`src/rtl/kssub4b_pkg.sv`:
```
// rtl/kssub4b_pkg.sv - shared constants and state encoding for the serial 4-bit subtractor
package kssub4b_pkg;

  localparam int W  = 4;
  localparam int CW = 2;

  // Counter value of the final bit slot; reaching it ends the SHIFT phase.
  localparam logic [CW-1:0] CNT_LAST = CW'(W - 1);

  typedef enum logic [1:0] {
    IDLE  = 2'd0,
    SHIFT = 2'd1,
    DONE  = 2'd2
  } state_t;

endpackage

```
`src/rtl/cmos_and.sv`:
```
// rtl/cmos_and.sv - two-input AND primitive
module cmos_and (
  input  logic a,
  input  logic b,
  output logic y
);

  assign y = a & b;

endmodule

```
`src/rtl/cmos_inverter.sv`:
```
// rtl/cmos_inverter.sv - single-input inverter primitive
module cmos_inverter (
  input  logic a,
  output logic y
);

  assign y = ~a;

endmodule

```
`src/rtl/cmos_xor.sv`:
```
// rtl/cmos_xor.sv - two-input XOR primitive
module cmos_xor (
  input  logic a,
  input  logic b,
  output logic y
);

  assign y = a ^ b;

endmodule

```
`src/rtl/fsub1b.sv`:
```
// rtl/fsub1b.sv - combinational full-subtractor cell built from gate primitives
module fsub1b (
  input  logic a,
  input  logic b,
  input  logic bin,
  output logic d,
  output logic bout
);

  logic axb;
  logic na;
  logic naxb;
  logic gen;
  logic prop;
  logic ngen;
  logic nprop;
  logic nbout;

  // Difference: a ^ b ^ bin
  cmos_xor      u_x1 (.a(a),   .b(b),   .y(axb));
  cmos_xor      u_x2 (.a(axb), .b(bin), .y(d));

  // Borrow generated when a=0, b=1
  cmos_inverter u_na (.a(a),   .y(na));
  cmos_and      u_g  (.a(na),  .b(b),   .y(gen));

  // Borrow propagated when a==b and a borrow came in
  cmos_inverter u_nx (.a(axb), .y(naxb));
  cmos_and      u_p  (.a(naxb), .b(bin), .y(prop));

  // OR of generate and propagate, formed as NAND of the inverted terms
  cmos_inverter u_ng (.a(gen),  .y(ngen));
  cmos_inverter u_np (.a(prop), .y(nprop));
  cmos_and      u_o  (.a(ngen), .b(nprop), .y(nbout));
  cmos_inverter u_ob (.a(nbout), .y(bout));

endmodule

```
`src/rtl/kssub4b_serial.sv`:
```
// rtl/kssub4b_serial.sv - bit-serial 4-bit subtractor K - T - bin; optional z flag via KSSUB4B_ZFLAG_EN
module kssub4b_serial
  import kssub4b_pkg::*;
(
  input  logic clk,
  input  logic rst,
  input  logic start,
  input  logic k0,
  input  logic k1,
  input  logic k2,
  input  logic k3,
  input  logic t0,
  input  logic t1,
  input  logic t2,
  input  logic t3,
  input  logic bin,
  output logic s0,
  output logic s1,
  output logic s2,
  output logic s3,
  output logic s4,
  output logic busy,
  output logic done
`ifdef KSSUB4B_ZFLAG_EN
  ,
  output logic z
`endif
);

  state_t        state;
  logic [CW-1:0] cnt;
  logic [W-1:0]  kreg;
  logic [W-1:0]  treg;
  logic          brw;
  logic [W-1:0]  shadow;
  logic [W:0]    res;
  logic          cell_d;
  logic          cell_bout;
`ifdef KSSUB4B_ZFLAG_EN
  logic          zreg;
`endif

  // The one shared cell always works on the current LSB of the operand shift registers.
  fsub1b u_cell (
    .a    (kreg[0]),
    .b    (treg[0]),
    .bin  (brw),
    .d    (cell_d),
    .bout (cell_bout)
  );

  // Sequencer: capture operands, shift one bit per cycle, publish the result atomically on DONE entry.
  always_ff @(posedge clk) begin
    if (rst) begin
      state  <= IDLE;
      cnt    <= '0;
      kreg   <= '0;
      treg   <= '0;
      brw    <= 1'b0;
      shadow <= '0;
      res    <= '0;
`ifdef KSSUB4B_ZFLAG_EN
      zreg   <= 1'b0;
`endif
    end else begin
      case (state)
        IDLE, DONE: begin
          if (start) begin
            kreg  <= {k3, k2, k1, k0};
            treg  <= {t3, t2, t1, t0};
            brw   <= bin;
            cnt   <= '0;
            state <= SHIFT;
          end else begin
            state <= IDLE;
          end
        end
        SHIFT: begin
          kreg   <= kreg >> 1;
          treg   <= treg >> 1;
          brw    <= cell_bout;
          // Bits enter at the MSB so that after W shifts bit 0 sits at shadow[0].
          shadow <= {cell_d, shadow[W-1:1]};
          cnt    <= cnt + 1'b1;
          if (cnt == CNT_LAST) begin
            // The last bit goes straight to the outputs instead of waiting for another shift.
            res   <= {cell_bout, cell_d, shadow[W-1:1]};
`ifdef KSSUB4B_ZFLAG_EN
            zreg  <= ({cell_d, shadow[W-1:1]} == '0);
`endif
            state <= DONE;
          end
        end
        default: state <= IDLE;
      endcase
    end
  end

  assign s0   = res[0];
  assign s1   = res[1];
  assign s2   = res[2];
  assign s3   = res[3];
  assign s4   = res[4];
  assign busy = (state == SHIFT);
  assign done = (state == DONE);
`ifdef KSSUB4B_ZFLAG_EN
  assign z    = zreg;
`endif

endmodule

```
`config.mk`:
```
export PLATFORM = sky130hd
export DESIGN_NAME = kssub4b_serial
export DESIGN_NICKNAME = d
export VERILOG_FILES = /design/src/rtl/kssub4b_pkg.sv /design/src/rtl/cmos_and.sv /design/src/rtl/cmos_inverter.sv /design/src/rtl/cmos_xor.sv /design/src/rtl/fsub1b.sv /design/src/rtl/kssub4b_serial.sv
export SDC_FILE = /design/constraint.sdc
export NUM_CORES = 1
export LEC_CHECK = 0
export BUFFER_PORTS_ARGS = -buffer_cell sky130_fd_sc_hd__buf_2
export CAP_MARGIN = 10
export CELL_PAD_IN_SITES_DETAIL_PLACEMENT = 1
export CELL_PAD_IN_SITES_GLOBAL_PLACEMENT = 1
export CORE_ASPECT_RATIO = 1.2
export CORE_MARGIN = 2
export CORE_UTILIZATION = 37
export DETAILED_ROUTE_END_ITERATION = 10
export GPL_ROUTABILITY_DRIVEN = 0
export PLACE_DENSITY_LB_ADDON = 0.3
export SLEW_MARGIN = 10
export SYNTH_ARGS = -nofsm -noshare
export SYNTH_HDL_FRONTEND = slang
export SYNTH_SLANG_ARGS = --single-unit
```
`constraint.sdc`:
```
create_clock -name clk -period 1.5 [get_ports clk]
set_input_delay 0.225 -clock clk [delete_from_list [all_inputs] [get_ports clk]]
set_output_delay 0.225 -clock clk [all_outputs]
set_load 0.05 [all_outputs]
```
==> results of run 1 <==
layer usage:
layer	vias up	share of wire (%)	track usage, %
met5	-	0	0
met1	350	42	18.9
met4	0	2.2	8.49
met2	16	52	27.0
li1	384	-	-
met3	4	3.7	3.54
cells in the final DEF (no fill, tap or decap), drive strengths merged:
cell and n:
nand2 25, or2b 1, nor2 8, a2bb2oi 1, a311oi 7, o21a 1
nor2b 2, dfxtp 21, a21oi 13, nand2b 2, ha 1, clkbuf 3
nand3 9, buf 21, clkinv 1, nand3b 1, fa 1, inv 3
worst max-delay path by stage:
stage          slack, ps  endpoint      from  depth (start not counted)
6_report              70      busy  state[1]                          3
5_1_grt                2      busy  state[1]                          3
4_1_cts               20      busy  state[1]                          3
3_5_place_dp         240   kreg[1]  state[0]                          3
3_3_place_gp         300    res[3]   treg[0]                          4
2_1_floorplan        240      done  state[0]                          1
cell families (layout without fill, tap and decap cells):
logic type,Yosys count,count (layout),share of synthesized area (%)
AND/OR/NAND/NOR,48,48,24.6
AO/OA/AOI/OAI,22,22,16.6
flip-flops,21,21,48.8
buffers and inverters,11,28,6.25
adder cells (fa/ha/maj),2,2,3.78
worst max-delay path, cell delays in order (launching register included):
cell and delay (ps):
sky130_fd_sc_hd__dfxtp_1 350, sky130_fd_sc_hd__nand2b_2 190, sky130_fd_sc_hd__inv_2 170, sky130_fd_sc_hd__buf_6 190
flip-flops by register name (all words and copies together), names as in the netlist:
signal,flops
brw,1
cnt,2
kreg,4
res,5
shadow,3
state,2
treg,4
metrics by stage:
stage	area (sq um)	hold WS [ps]	cells	setup WS, ps
after detailed placement	970	451	148	245
after CTS	1000	127	152	19.1
after global routing	1000	146	152	1.92
after global placement	970	439	148	304
final	1000	142	152	68.1
after floorplan	861	297	104	244
repair_timing:
| item | CTS | global route |
|---|---|---|
| setup endpoints to repair | 1 | 1 |
| resized for setup | 1 | 2 |
| hold endpoints to repair | 0 | 0 |
| pin swaps | 0 | 0 |
power by group:
| group | switching (uW) | internal (uW) | total (uW) |
|---|---|---|---|
| Combinational | 89.5 | 59.9 | 149 |
| Clock | 181 | 99.7 | 281 |
| Sequential | 18.6 | 589 | 607 |
| Total | 290 | 748 | 1040 |
layout make-up:
cell class / count / area share, %
clock buffers: 3 / 2.24
clock inverters: 1 / 0.498
well taps: 31 / 3.86
repair buffers: 21 / 11.8
multi-input cells: 72 / 38.5
flip-flops and latches: 21 / 42.0
inverters: 3 / 1.12
==> PnR_summary.wiki, run 1 <==
{| class="wikitable"
! Metric !! Value
|-
| Result of the run || completed
|-
| Via-per-instance ratio || 4.96
|-
| Pre-antenna DRT Iters || 2
|-
| Number of enable flip-flop cells after synthesis || 0
|-
| Syn_nets || 118
|-
| Number of inserted diodes || 0
|-
| Min-Delay Path Depth || 3
|-
| Post-CTS clock slew at the launch and capture registers of the worst setup and hold paths || 120 ps
|-
| Minimum setup slack among reg-to-reg paths || 280 ps
|-
| Floorplan die area || 2730 sq um
|-
| H-Tree Depth || 1
|-
| Tightest slew margin relative to the limit || 73.7%
|-
| Setup Skew || 1.69 ps
|-
| Number of buffers inserted during clock tree synthesis || 3
|-
| Post-synth top area cell || sky130_fd_sc_hd__dfxtp_1
|-
| Drt drc || 0
|-
| Fraction of post-synthesis cell area in the top cell type by area || 48.8%
|-
| Floorplan core area || 2260 sq um
|-
| Endpoint of the worst hold path || treg[3]
|-
| Die X-Extent || 48.0 um
|-
| Number of warnings reported in the yosys synthesis log || 0
|-
| Pin count of the biggest net entering global routing || 23
|-
| CP required || 1270 ps
|-
| Count of buffers inserted at the top-level ports || 18
|-
| Master cell of the clock root buffer || sky130_fd_sc_hd__clkbuf_4
|-
| Via count || 754
|-
| Worst r2r path cells || 4
|-
| Clk_lat worst skew || 310 ps
|-
| Count of nets after finishing || 136
|-
| Worst path arrival time || 1210 ps
|-
| Actual slew at the worst max-slew pin || 394 ps
|-
| Filler cell count in the final layout || 289
|-
| Critical Path Start Type || flop
|-
| RSZ-0062 raised after global routing || no
|-
| Origin of the worst min-delay path || t3
|-
| Setup crit end kind || output pin
|-
| Finish-stage setup viols || 0
|-
| Number of top-level pins || 19
|-
| PnR Total Power || 1040 uW
|-
| Global router's overall resource usage || 16.5%
|-
| Hold violation total from the final report || 0
|-
| Via count of the first global-routing pass || 760
|-
| Static Leak || 0.000408 uW
|-
| Setup fix buffers added after clock tree synthesis || 0
|-
| Power density over cell area || 1030 nW/um^2
|-
| Starting DRT DRC Count || 3
|-
| Number of antenna violations at the first check in global routing || 0
|-
| Achievable Freq || 698 MHz
|-
| Total area of sequential cells || 422 sq um
|-
| Class of the most critical setup path || flop to output pin
|-
| Layout cell share with drive strength beyond 1 || 23.1%
|-
| Post-route clock period utilization || 95.5%
|-
| Leading cell types by count after synthesis || 25 x sky130_fd_sc_hd__nand2_1, 21 x sky130_fd_sc_hd__dfxtp_1, 13 x sky130_fd_sc_hd__a21oi_1, 9 x sky130_fd_sc_hd__nand3_1, 8 x sky130_fd_sc_hd__nor2_1
|-
| Final global-route overflow total || 0
|-
| Netlist Area Pre-Place || 861 sq um
|-
| Sequential-to-total area share from yosys stat || 48.8%
|-
| Layout Area Growth over Synthesis || 16.7%
|-
| Synth Flop Type || sky130_fd_sc_hd__dfxtp_1
|-
| Post-Synthesis Cells || 104
|-
| Synthesized area per cell || 8.28 sq um
|-
| Time the worst path needs with I/O delays and setup || 1430 ps
|-
| Number of register bits inferred by synthesis || 21
|-
| Top-count cell post-synth || sky130_fd_sc_hd__nand2_1
|-
| Cell row count || 19
|-
| Number of distinct library cells after synthesis || 20
|-
| Total negative slack for setup checks || 0 ps
|-
| Count of max-cap constraint violations || 0
|-
| CTS Sinks || 21
|-
| Routed wirelength normalized by instance count || 12.4 um
|-
| Multi-input logic area || 387 sq um
|-
| First-pass GRT wire length || 3220 um
|-
| Cells taking the most area after synthesis || sky130_fd_sc_hd__dfxtp_1 49%, sky130_fd_sc_hd__nand2_1 11%, sky130_fd_sc_hd__a21oi_1 7.6%
|-
| Worst ir drop on vdd || 445 uV
|-
| Clock buffer depth || 2
|-
| Final Slew Violations || 0
|-
| Detailed-route wire length || 1880 um
|-
| Die height || 56.8 um
|-
| Final design utilization || 44.5%
|-
| CTS tree || done
|-
| Share of synthesized registers carrying an async set or reset || 0%
|-
| Crit Path Max Fanout || 12
|-
| Source of the worst register-to-register timing path || treg[0]
|-
| FF-to-FF End || shadow[3]
|-
| Post-DRT Antenna Nets || 0
|-
| Starting density of the core || 38.1%
|-
| Final HPWL DP || 1300 um
|-
| Type of the tightest min-delay check || input pin to flop
|-
| Number of buffers added to fix hold violations after cts || 0
|}
Note: power is estimated with default switching activity, not from simulation.
==> run 2, diff against run 1 <==
Settings changed: CELL_PAD_IN_SITES_DETAIL_PLACEMENT 1 to not set, CELL_PAD_IN_SITES_GLOBAL_PLACEMENT 1 to not set, CORE_UTILIZATION 37 to 51, SKIP_CTS_REPAIR_TIMING set to 1.
==> PnR_summary.wiki, run 2 (synthesis results as in run 1) <==
{| class="wikitable"
! Metric !! Value
|-
| Class of the most critical setup path || flop to output pin
|-
| Floorplan die area || 2030 sq um
|-
| Minimum setup slack among reg-to-reg paths || 280 ps
|-
| Number of top-level pins || 19
|-
| WP buf/inv || 2
|-
| PnR Total Power || 1020 uW
|-
| Die height || 49.0 um
|-
| Chain of cells forming the critical path || nand2b_2 > inv_2 > buf_6
|-
| Detailed-route wire length || 1520 um
|-
| Worst r2r path cells || 3
|-
| CTS Sinks || 21
|-
| Pre-antenna DRT Iters || 4
|-
| Count of nets after finishing || 136
|-
| Largest registers || res (5), kreg (4), treg (4)
|-
| Largest reg by FF count || res
|-
| Number of flip-flops in the largest register || 5
|-
| Via-per-instance ratio || 5.32
|-
| Via count || 740
|-
| Count of cell instances traversed by the critical path || 3
|-
| Hold violation total from the final report || 0
|-
| Final HPWL DP || 1060 um
|-
| CP required || 1270 ps
|-
| Endpoint of the worst hold path || treg[3]
|-
| Routed wirelength normalized by instance count || 10.9 um
|-
| Time the worst path needs with I/O delays and setup || 1390 ps
|-
| Clock buffer depth || 2
|-
| Crit Path Max Fanout || 12
|-
| Number of antenna violations at the first check in global routing || 0
|-
| Setup slack at placement || 283 ps
|-
| Setup crit end kind || output pin
|-
| Starting DRT DRC Count || 3
|-
| Tightest slew margin relative to the limit || 74.5%
|-
| Actual slew at the worst max-slew pin || 383 ps
|-
| Final design utilization || 61.6%
|-
| Worst path arrival time || 1170 ps
|-
| Clk_lat worst skew || 300 ps
|-
| Global router's overall resource usage || 16.4%
|-
| Result of the run || completed
|-
| H-Tree Depth || 1
|-
| Commonest non-fill, non-tap cell in the layout || sky130_fd_sc_hd__nand2_1
|-
| Layout Area Growth over Synthesis || 14.5%
|-
| Layout cell share with drive strength beyond 1 || 21.5%
|-
| Fin worst setup slack || 110 ps
|-
| Cell row count || 16
|-
| Cell class contributing the biggest share of worst-path delay || buffers and inverters
|-
| Post-DRT Antenna Nets || 0
|-
| Source of the worst register-to-register timing path || state[0]
|-
| Critical Path Start Type || flop
|-
| Slowest CP cell || sky130_fd_sc_hd__dfxtp_1
|-
| Origin of the worst min-delay path || t3
|-
| Final Slew Violations || 0
|-
| Static Leak || 0.000405 uW
|-
| Via count of the first global-routing pass || 643
|-
| Drt drc || 0
|-
| Setup Skew || 3.43 ps
|-
| Master cell of the clock root buffer || sky130_fd_sc_hd__clkbuf_4
|-
| RSZ-0062 raised after global routing || no
|-
| Achievable Freq || 719 MHz
|-
| Leading cell types in the layout, fill and taps excluded || 25 x sky130_fd_sc_hd__nand2_1, 21 x sky130_fd_sc_hd__dfxtp_1, 17 x sky130_fd_sc_hd__buf_2
|-
| Min-Delay Path Depth || 3
|-
| Count of max-cap constraint violations || 0
|-
| First-pass GRT wire length || 2620 um
|-
| Slowest Stage Delay on Critical Path || 330 ps
|-
| Number of buffers inserted during clock tree synthesis || 3
|-
| Final global-route overflow total || 0
|-
| CTS tree || done
|-
| Number of inserted diodes || 0
|-
| Starting density of the core || 53.8%
|-
| Power density over cell area || 1030 nW/um^2
|-
| Post-CTS clock slew at the launch and capture registers of the worst setup and hold paths || 110 ps
|-
| Count of buffers inserted at the top-level ports || 18
|-
| Finish-stage setup viols || 0
|-
| Pin count of the biggest net entering global routing || 23
|-
| Die X-Extent || 41.5 um
|-
| Floorplan core area || 1600 sq um
|-
| Post-route clock period utilization || 92.7%
|-
| Type of the tightest min-delay check || input pin to flop
|-
| Worst ir drop on vdd || 490 uV
|-
| FF-to-FF End || treg[0]
|}
## run 2: cell types whose count changed in the layout (fill, tap and decap cells not counted), sizes merged
cell	previous run	this run
clkbuf	3	4
clkinv	1	0
## run 2: worst reg2reg max path, cell delays in order (launching register included)
cell and delay (ps):
sky130_fd_sc_hd__dfxtp_1 420, sky130_fd_sc_hd__or2b_1 370, sky130_fd_sc_hd__nand2_1 100, sky130_fd_sc_hd__a311oi_1 260
## run 2: worst max path at each step
stage | end | slack [ps] | from
after global routing | busy | 30 | state[1]
after CTS | busy | -9 | state[1]
after detailed placement | kreg[1] | 280 | state[0]
final | busy | 110 | state[1]
after global placement | res[3] | 310 | treg[0]
after floorplan | done | 240 | state[0]
## run 2: layer usage
layer  share of wire [%]  up-vias  track usage, %
li1                    -      387               -
met1                  46      329            19.6
met2                  47       20            27.6
met3                 4.3        4            3.33
met4                 1.8        0            8.06
met5                   0        -               0
## run 2: layout make-up
cell class | instances | area, sq um
inverters | 3 | 11.3
clock buffers | 4 | 26.3
multi-input cells | 72 | 387
well taps | 18 | 22.5
flip-flops and latches | 21 | 420
repair buffers | 21 | 119
fillers | 162 | 616
## run 2: metrics by stage
stage / cells / cell area (sq um) / setup TNS, ps / hold slack [ps]
CTS: 139 / 980 / -8.60 / 148
finish: 139 / 986 / 0 / 150
floorplan: 104 / 861 / 0 / 297
detailed placement: 135 / 953 / 0 / 451
global placement: 135 / 953 / 0 / 440
global route: 139 / 986 / 0 / 133
## run 2: power by group
part	internal (uW)	switching [uW]
combinational	59.5	84.3
clock	104	164
sequential	588	18.5
==> run 3, diff against run 2 <==
Settings changed: SLEW_MARGIN 10 to not set, SYNTH_HIERARCHICAL set to 1.
==> PnR_summary.wiki, run 3 <==
{| class="wikitable"
! Metric !! Value
|-
| Fin worst setup slack || 82.1 ps
|-
| Clk_lat worst skew || 310 ps
|-
| Via count || 775
|-
| Fraction of post-synthesis cell area in the top cell type by area || 47.3%
|-
| Hold violation total from the final report || 0
|-
| Syn_nets || 125
|-
| Post-route clock period utilization || 94.5%
|-
| Worst path arrival time || 1190 ps
|-
| RSZ-0062 raised after global routing || no
|-
| Layout cell share with drive strength beyond 1 || 21.4%
|-
| Starting density of the core || 54.2%
|-
| Via-per-instance ratio || 5.20
|-
| Number of top-level pins || 19
|-
| Floorplan die area || 2100 sq um
|-
| Largest registers || res (5), kreg (4), treg (4)
|-
| Detailed-route wire length || 1640 um
|-
| Count of max-cap constraint violations || 0
|-
| Pre-antenna DRT Iters || 4
|-
| Synth Flop Type || sky130_fd_sc_hd__dfxtp_1
|-
| Netlist Area Pre-Place || 890 sq um
|-
| Class of the most critical setup path || flop to output pin
|-
| Cell row count || 16
|-
| CTS Sinks || 21
|-
| Post-CTS clock slew at the launch and capture registers of the worst setup and hold paths || 110 ps
|-
| Floorplan core area || 1640 sq um
|-
| Final Slew Violations || 0
|-
| Die height || 49.8 um
|-
| Pin count of the biggest net entering global routing || 22
|-
| Number of buffers inserted during clock tree synthesis || 3
|-
| Actual slew at the worst max-slew pin || 365 ps
|-
| Die X-Extent || 42.1 um
|-
| Global router's overall resource usage || 16.8%
|-
| Power density over cell area || 1020 nW/um^2
|-
| First-pass GRT wire length || 2660 um
|-
| Number of distinct library cells after synthesis || 19
|-
| Slowest CP cell || sky130_fd_sc_hd__dfxtp_1
|-
| Post-DRT Antenna Nets || 0
|-
| Post-synth top area cell || sky130_fd_sc_hd__dfxtp_1
|-
| Count of nets after finishing || 145
|-
| Number of antenna violations at the first check in global routing || 0
|-
| Starting DRT DRC Count || 9
|-
| Critical Path Start Type || flop
|-
| PnR Total Power || 1040 uW
|-
| Top-count cell post-synth || sky130_fd_sc_hd__nand2_1
|-
| Filler cell count in the final layout || 166
|-
| Time the worst path needs with I/O delays and setup || 1420 ps
|-
| Crit Path Max Fanout || 8
|-
| Sequential-to-total area share from yosys stat || 47.3%
|-
| Number of inserted diodes || 0
|-
| Tightest slew margin relative to the limit || 75.7%
|-
| Number of flip-flops in the largest register || 5
|-
| Count of buffers inserted at the top-level ports || 18
|-
| Routed wirelength normalized by instance count || 11.0 um
|-
| Layout Area Growth over Synthesis || 14.8%
|-
| Setup Skew || 6.06 ps
|-
| Achievable Freq || 705 MHz
|-
| Number of register bits inferred by synthesis || 21
|-
| Share of synthesized registers carrying an async set or reset || 0%
|-
| Commonest non-fill, non-tap cell in the layout || sky130_fd_sc_hd__nand2_1
|-
| Final HPWL DP || 1190 um
|-
| Largest reg by FF count || res
|-
| Slowest Stage Delay on Critical Path || 330 ps
|-
| Finish-stage setup viols || 0
|-
| CTS tree || done
|-
| Via count of the first global-routing pass || 652
|-
| Setup crit end kind || output pin
|-
| Setup slack at placement || 187 ps
|-
| Worst ir drop on vdd || 511 uV
|-
| H-Tree Depth || 1
|-
| Cells taking the most area after synthesis || sky130_fd_sc_hd__dfxtp_1 47%, sky130_fd_sc_hd__nand2_1 12%, sky130_fd_sc_hd__a311oi_1 6.9%
|-
| Number of enable flip-flop cells after synthesis || 0
|-
| Number of warnings reported in the yosys synthesis log || 6
|-
| Final global-route overflow total || 0
|-
| Master cell of the clock root buffer || sky130_fd_sc_hd__clkbuf_4
|-
| CP required || 1270 ps
|-
| Drt drc || 0
|-
| Leading cell types in the layout, fill and taps excluded || 28 x sky130_fd_sc_hd__nand2_1, 20 x sky130_fd_sc_hd__dfxtp_1, 17 x sky130_fd_sc_hd__buf_2
|-
| Type of the tightest min-delay check || input pin to flop
|-
| Post-Synthesis Cells || 112
|-
| Synthesized area per cell || 7.94 sq um
|-
| Leading cell types by count after synthesis || 28 x sky130_fd_sc_hd__nand2_1, 21 x sky130_fd_sc_hd__dfxtp_1, 12 x sky130_fd_sc_hd__a21oi_1, 9 x sky130_fd_sc_hd__nand3_1, 9 x sky130_fd_sc_hd__nor2_1
|-
| Static Leak || 0.000441 uW
|-
| Result of the run || completed
|-
| Chain of cells forming the critical path || nand2b_2 > inv_1 > clkbuf_4
|-
| Clock buffer depth || 2
|}
-- run 3: changes by cell type after synthesis, sizes merged --
| cell | change |
|---|---|
| nand2 | +3 |
| inv | +3 |
| a2bb2oi | -1 |
| fa | -1 |
| xor2 | +2 |
| a21oi | -1 |
| nor2 | +1 |
| clkbuf | -1 |
| and2 | +3 |
-- run 3: critical path, delay by kind of cell (launching register included) --
kind          cells  cell delay [ps]
buf+inv           2              330
flops             1              330
simple gates      1              240
-- run 3: area by class of cell --
| class | count | area (sq um) | area share, % |
|---|---|---|---|
| timing repair buffer | 22 | 123 | 12.0 |
| clock buffer | 4 | 26.3 | 2.57 |
| sequential | 21 | 422 | 41.3 |
| multi-input combinational | 78 | 405 | 39.7 |
| tap | 18 | 22.5 | 2.21 |
| inverter | 6 | 22.5 | 2.21 |
-- run 3: report_power, final --
part           internal (uW)  total [uW]  switching, uW
registers                589         610           20.9
clock network            104         275            171
logic                   64.8         159           94.3
-- run 3: per-stage QoR --
| stage | std cells | utilization, % | instance area (sq um) | TNS [ps] | hold WS [ps] |
|---|---|---|---|---|---|
| floorplan | 112 | - | 890 | 0 | 297 |
| global placement | 145 | 60.2 | 988 | 0 | 440 |
| detailed placement | 145 | 60.2 | 988 | 0 | 443 |
| CTS | 149 | 61.8 | 1010 | -23.3 | 135 |
| global route | 149 | 62.2 | 1020 | 0 | 150 |
| finish | 149 | 62.2 | 1020 | 0 | 140 |
-- run 3: logic make-up (layout without fill, tap and decap cells) --
| kind of cell | after synthesis | in the layout | share of synthesized area [%] |
|---|---|---|---|
| DFF | 21 | 21 | 47.3 |
| AOI/OAI and AO/OA | 20 | 20 | 14.5 |
| and+or+nand+nor | 55 | 55 | 27.4 |
| adders and majority gates | 1 | 1 | 1.41 |
| buffers and inverters | 13 | 32 | 7.45 |
| xor gates and xnor gates | 2 | 2 | 1.97 |
-- run 3: final timing paths --
path              startpoint       to  slack (ps)  cells after the start
hold reg to reg       res[1]   res[1]         460                      2
setup / recovery    state[1]     busy          80                      3
hold / removal            k3  kreg[3]         140                      3
setup reg to reg     treg[0]      brw         190                      8
-- run 3: layer usage --
layer  vias up  global-route usage, %  part of all wire, %
met5         -                      0                    0
met4         0                   10.9                  2.9
met3         5                   2.20                  3.2
met2        17                   28.9                   48
met1       346                   19.3                   46
li1        407                      -                    -
